===== config.mk =====
export PLATFORM = sky130hd
export DESIGN_NAME = uart_tx
export DESIGN_NICKNAME = d
export VERILOG_FILES = /design/src/rtl/uart_tx.sv
export SDC_FILE = /design/constraint.sdc
export NUM_CORES = 1
export LEC_CHECK = 0
export BUFFER_PORTS_ARGS = -buffer_cell sky130_fd_sc_hd__buf_4
export CAP_MARGIN = 40
export CORE_ASPECT_RATIO = 1.2
export CORE_MARGIN = 3
export CORE_UTILIZATION = 55
export CTS_BUF_LIST = sky130_fd_sc_hd__clkbuf_16
export DETAILED_ROUTE_END_ITERATION = 12
export GPL_ROUTABILITY_DRIVEN = 1
export GPL_TIMING_DRIVEN = 0
export PLACE_DENSITY_LB_ADDON = 0.15
export SETUP_SLACK_MARGIN = 0.4
export SYNTH_ARGS = -nofsm -noshare
export SYNTH_HDL_FRONTEND = slang
export SYNTH_SLANG_ARGS = --single-unit

===== constraint.sdc =====
create_clock -name clk -period 4.01 [get_ports clk]
set_clock_uncertainty 0.2 [all_clocks]
set_input_delay 0.802 -clock clk [delete_from_list [all_inputs] [get_ports clk]]
set_output_delay 0.802 -clock clk [all_outputs]
set_load 0.01 [all_outputs]

===== src/rtl/uart_tx.sv =====
// UART transmitter, 8N1 or 8E1 (even parity), LSB first, runtime bit period.
// Define UART_TX_FIFO_EN to put a FIFO_DEPTH-entry byte FIFO in front of the FSM.
module uart_tx #(
    parameter int FIFO_DEPTH = 4
) (
    input  logic        clk,
    input  logic        rst_n,
    input  logic [7:0]  tx_data,
    input  logic        tx_valid,
    output logic        tx_ready,
    input  logic        parity_en,
    input  logic [12:0] clk_per_bit,
    output logic        tx,
    output logic        tx_busy,
    output logic        tx_done
);

    typedef enum logic [2:0] {IDLE, START, DATA, PARITY, STOP} state_t;

    state_t      state;
    logic [7:0]  data_q;
    logic        par_q;
    logic [12:0] last_q;
    logic [12:0] bit_cnt;
    logic [2:0]  idx;
    logic        bit_end;
    logic [12:0] cpb_last;
    logic        pop;
    logic [7:0]  src_data;

    // Period is stored as N-1 so a zero request behaves like one clock per bit.
    assign cpb_last = (clk_per_bit == 13'd0) ? 13'd0 : clk_per_bit - 13'd1;
    assign bit_end  = (bit_cnt == last_q);

`ifdef UART_TX_FIFO_EN
    localparam int AW = (FIFO_DEPTH > 1) ? $clog2(FIFO_DEPTH) : 1;
    localparam logic [AW:0] FULL_CNT = (AW+1)'(FIFO_DEPTH);

    logic [7:0]    mem [FIFO_DEPTH];
    logic [AW-1:0] wr_ptr, rd_ptr;
    logic [AW:0]   count;
    logic          push, full, empty, want;

    assign full     = (count == FULL_CNT);
    assign empty    = (count == '0);
    assign tx_ready = !full;
    assign push     = tx_valid && !full;
    assign want     = (state == IDLE) || (state == STOP && bit_end);
    assign pop      = want && !empty;
    assign src_data = mem[rd_ptr];

    always_ff @(posedge clk) begin
        if (push) mem[wr_ptr] <= tx_data;
    end

    always_ff @(posedge clk or negedge rst_n) begin
        if (!rst_n) begin
            wr_ptr <= '0;
            rd_ptr <= '0;
            count  <= '0;
        end else begin
            if (push) wr_ptr <= (wr_ptr == AW'(FIFO_DEPTH - 1)) ? '0 : wr_ptr + 1'b1;
            if (pop)  rd_ptr <= (rd_ptr == AW'(FIFO_DEPTH - 1)) ? '0 : rd_ptr + 1'b1;
            case ({push, pop})
                2'b10:   count <= count + 1'b1;
                2'b01:   count <= count - 1'b1;
                default: count <= count;
            endcase
        end
    end
`else
    logic ready_q;

    assign tx_ready = ready_q;
    assign pop      = (state == IDLE) && tx_valid && ready_q;
    assign src_data = tx_data;
`endif

    always_ff @(posedge clk or negedge rst_n) begin
        if (!rst_n) begin
            state   <= IDLE;
            tx      <= 1'b1;
            tx_busy <= 1'b0;
            tx_done <= 1'b0;
            bit_cnt <= '0;
            idx     <= '0;
            data_q  <= '0;
            par_q   <= 1'b0;
            last_q  <= '0;
`ifndef UART_TX_FIFO_EN
            ready_q <= 1'b1;
`endif
        end else begin
            tx_done <= 1'b0;
            // Frame settings are latched only when a byte enters the FSM.
            if (pop) begin
                data_q <= src_data;
                par_q  <= parity_en;
                last_q <= cpb_last;
            end
            case (state)
                IDLE: begin
                    tx <= 1'b1;
                    if (pop) begin
                        state   <= START;
                        tx      <= 1'b0;
                        tx_busy <= 1'b1;
                        bit_cnt <= '0;
                        idx     <= '0;
`ifndef UART_TX_FIFO_EN
                        ready_q <= 1'b0;
`endif
                    end
                end
                START: begin
                    if (bit_end) begin
                        bit_cnt <= '0;
                        state   <= DATA;
                        tx      <= data_q[0];
                    end else begin
                        bit_cnt <= bit_cnt + 13'd1;
                    end
                end
                DATA: begin
                    if (bit_end) begin
                        bit_cnt <= '0;
                        if (idx == 3'd7) begin
                            if (par_q) begin
                                state <= PARITY;
                                tx    <= ^data_q;
                            end else begin
                                state <= STOP;
                                tx    <= 1'b1;
                            end
                        end else begin
                            idx <= idx + 3'd1;
                            tx  <= data_q[idx + 3'd1];
                        end
                    end else begin
                        bit_cnt <= bit_cnt + 13'd1;
                    end
                end
                PARITY: begin
                    if (bit_end) begin
                        bit_cnt <= '0;
                        state   <= STOP;
                        tx      <= 1'b1;
                    end else begin
                        bit_cnt <= bit_cnt + 13'd1;
                    end
                end
                STOP: begin
                    if (bit_end) begin
                        bit_cnt <= '0;
                        tx_done <= 1'b1;
                        // A queued byte chains straight into the next start bit.
                        if (pop) begin
                            state <= START;
                            tx    <= 1'b0;
                            idx   <= '0;
                        end else begin
                            state   <= IDLE;
                            tx_busy <= 1'b0;
`ifndef UART_TX_FIFO_EN
                            ready_q <= 1'b1;
`endif
                        end
                    end else begin
                        bit_cnt <= bit_cnt + 13'd1;
                    end
                end
                default: begin
                    state   <= IDLE;
                    tx      <= 1'b1;
                    tx_busy <= 1'b0;
                end
            endcase
        end
    end

endmodule


==> out/metrics.yaml <==
status:
  outcome: "completed"
timing:
  setup_slack_ns: 1.60
  clock.fmax_mhz: 414
  rsz0062_at_grt: "no"
  setup_viol: 0
  fin_crit_sh_pct: 60.2
  hold_viol_final: 0
  finalWorstPathRequiredPeriod_ns: 2.41
  relSlewSlack_pct: 63.9
  setup_tns_ns: 0
  tightest_slew_ns: 0.535
  slew_viol_final: 0
floorplanning:
  io_pins: 29
  fp.dieH_um: 80.1
  fp.dieArea_um2: 5420
  rows: 26
  core-area_um2: 4330
  start_util_pct: 58.1
  die_w_um: 67.7
placed_design:
  gp_congestion: 0.867
  port_buffers: 28
  pre_cts_ws_ns: 1.29
  hpwl_mm: 3.65
  postPlaceCellArea_um2: 2790
clock_tree:
  clkTransAtPathRegs_ns: 0.06
  cts_buffers: 5
  clk_latency_ns: 0.28
  ctsResizeCount: 0
  clk_path_buf_depth: 2
  ctsHoldBuffers: 0
  cts_tree: "built"
  cts_setup_buffers: 0
  htreeDepth: 2
  root_buffer: "clkbuf_16"
  clock_sinks: 45
finish:
  mostFrequentLayoutCells: "nand2_1 (55), dfrtp_1 (43), buf_4 (28)"
  drive_gt1_share_pct: 16.0
  synthToLayoutAreaGrowth_pct: 16.6
  layout.area.seq_um2: 1130
  final_common_cell: "nand2_1"
  multi_input_area_um2: 1320
  num-nets-final: 334
  final_area_um2: 2930
  diodes: 0
  fillers: 354
grt:
  grt_use_total_pct: 21.2
  grt_pass1_wl_mm: 8.81
  overflow: 0
  grt_max_degree: 46
  grt_pass1_vias: 1975
  antenna_found_initial: 0
setup_path:
  r2r_slack_ns: 1.73
  critPathArrivalTime_ns: 2.37
  start_kind: "input pin"
  worstRegToRegCells: 5
  crit_buf_inv: 2
  cp_slowest_cell: "o41ai_2"
  cp_slowest_stage_delay_ns: 0.42
  crit_family: "simple AND/OR/NAND/NOR gates"
  path_class: "input pin to register"
  timing.critical_path.depth: 6
  crit_fanout: 10
  crit_chain: "buf_4, nor4_1, nand3b_1, o41ai_2, clkbuf_2, o21ai_0"
  required_ns: 3.97
  critPathCaptureType: "register"
routing:
  drc: 0
  vias: 2005
  wl_per_cell_um: 13.8
  first_pass_iters: 4
  postRouteAntennaNets: 0
  drt-total-wl_mm: 5.01
  drt_iter0_drc: 124
  viasPerCell: 5.54
synthesis:
  synth_ff_type: "dfrtp_1"
  syn_area_um2: 2510
  ys_seq_area_share_pct: 44.9
  avgSynthCellArea_um2: 9.31
  async_flop_share_pct: 100
  muxShareOfSynthArea_pct: 3.04
  synth-xor-area-share_pct: 13.6
  ys_seq_elements: 45
  synth.area.top_cells: "dfrtp_1 (43%), nand2_1 (8.2%), xnor2_1 (7.3%)"
  ys_warn_count: 0
  syn_nets: 299
  synthAdderAreaFrac_pct: 1.99
  synth_edf_count: 0
  synth_simple_gate_area_share_pct: 19.9
  synth_top_cell_by_area: "dfrtp_1"
  syn_inst: 270
  synthDistinctLibCells: 51
  synth_top_family_by_area: "simple AND/OR/NAND/NOR gates"
  synth_compound_area_share_pct: 14.1
  yosys.area.top_type_share_pct: 42.8
pwr:
  total_power_uw: 881
  powerDensity_nw_per_um2: 301
  p_leak_nw: 1.33
  worst_ir_drop_vdd_mv: 0.254
worst_hold_path:
  min_path_type: "register to register"
  whs_path_depth: 2
job:
  maxCapViolations: 0
through the flow:
step                util (%)  hold slack [ns]  cells
floorplan                  -            0.259    270
global placement        64.6            0.278    354
detailed placement      64.6            0.283    354
CTS                     67.8            0.295    362
global route            67.8            0.321    362
finish                  67.8            0.291    362
per-layer routing:
layer	vias up	part of all wire, %	global-route usage, %
li1	1009	-	-
met1	950	46	26.9
met2	40	49	36.3
met3	6	3.9	4.20
met4	0	1.0	5.27
met5	-	0	0
registers in the layout, summed over array words and instances (netlist names):
signal    flops
par_q         1
tx_done       1
last_q       13
tx_busy       1
data_q        8
bit_cnt      13
tx            1
idx           3
tx_ready      1
state         3
Yosys cell counts (2+ instances only):
cell type   n
nand2_1    55
dfrtp_1    43
xnor2_1    21
a21oi_1    18
xor2_1     18
o21ai_0    16
nor2_1     14
nor3_1      8
clkbuf_1    7
inv_1       7
nand3_1     6
ha_1        4
nor4_1      4
and3_1      3
a21o_1      2
a22o_1      2
dfstp_2     2
mux2i_1     2
mux4_2      2
nand2b_1    2
nor2b_1     2
o21ai_2     2
or3_1       2
path summary, 6_finish.rpt:
check / start / to
worst min-delay path: last_q[12]$_DFFE_PN0P_ / last_q[12]$_DFFE_PN0P_
max in group asynchronous: rst_n / bit_cnt[0]$_DFFE_PN0P_
worst max-delay path: clk_per_bit[3] / last_q[8]$_DFFE_PN0P_
worst max register to register: bit_cnt[1]$_DFFE_PN0P_ / bit_cnt[12]$_DFFE_PN0P_
worst min register to register: last_q[12]$_DFFE_PN0P_ / last_q[12]$_DFFE_PN0P_
min in group asynchronous: rst_n / state[0]$_DFFE_PN0P_
final cells by class:
type,count,share of cell area [%]
clock buffer,5,4.27
clock inverter,3,0.427
inverter,7,0.896
buffer,9,1.24
sequential,45,38.5
tap,56,2.39
timing repair buffer,28,7.17
multi-input combinational,209,45.1
power breakdown:
part	switching [mW]	total, mW	internal (mW)
clock network	0.161	0.386	0.225
logic	0.0204	0.0410	0.0206
registers	0	0.454	0.454
total	0.181	0.881	0.700
worst register-to-register path, cell delays in order, from the launching register on:
cell and delay, ns:
dfrtp_1 0.42, xor2_1 0.18, nor4_1 0.36, nand4_2 0.33, o21ai_2 0.51, a21oi_1 0.14
cell families (layout without fill, tap and decap cells):
family          count (synthesis)  after routing
compound gates                 55             55
xor+xnor                       39             39
fa+ha+maj                       4              4
buf+inv                        16             52
flops                          45             45
mux                             5              5
simple gates                  106            106
No activity file was read; power rests on OpenSTA's default activity.
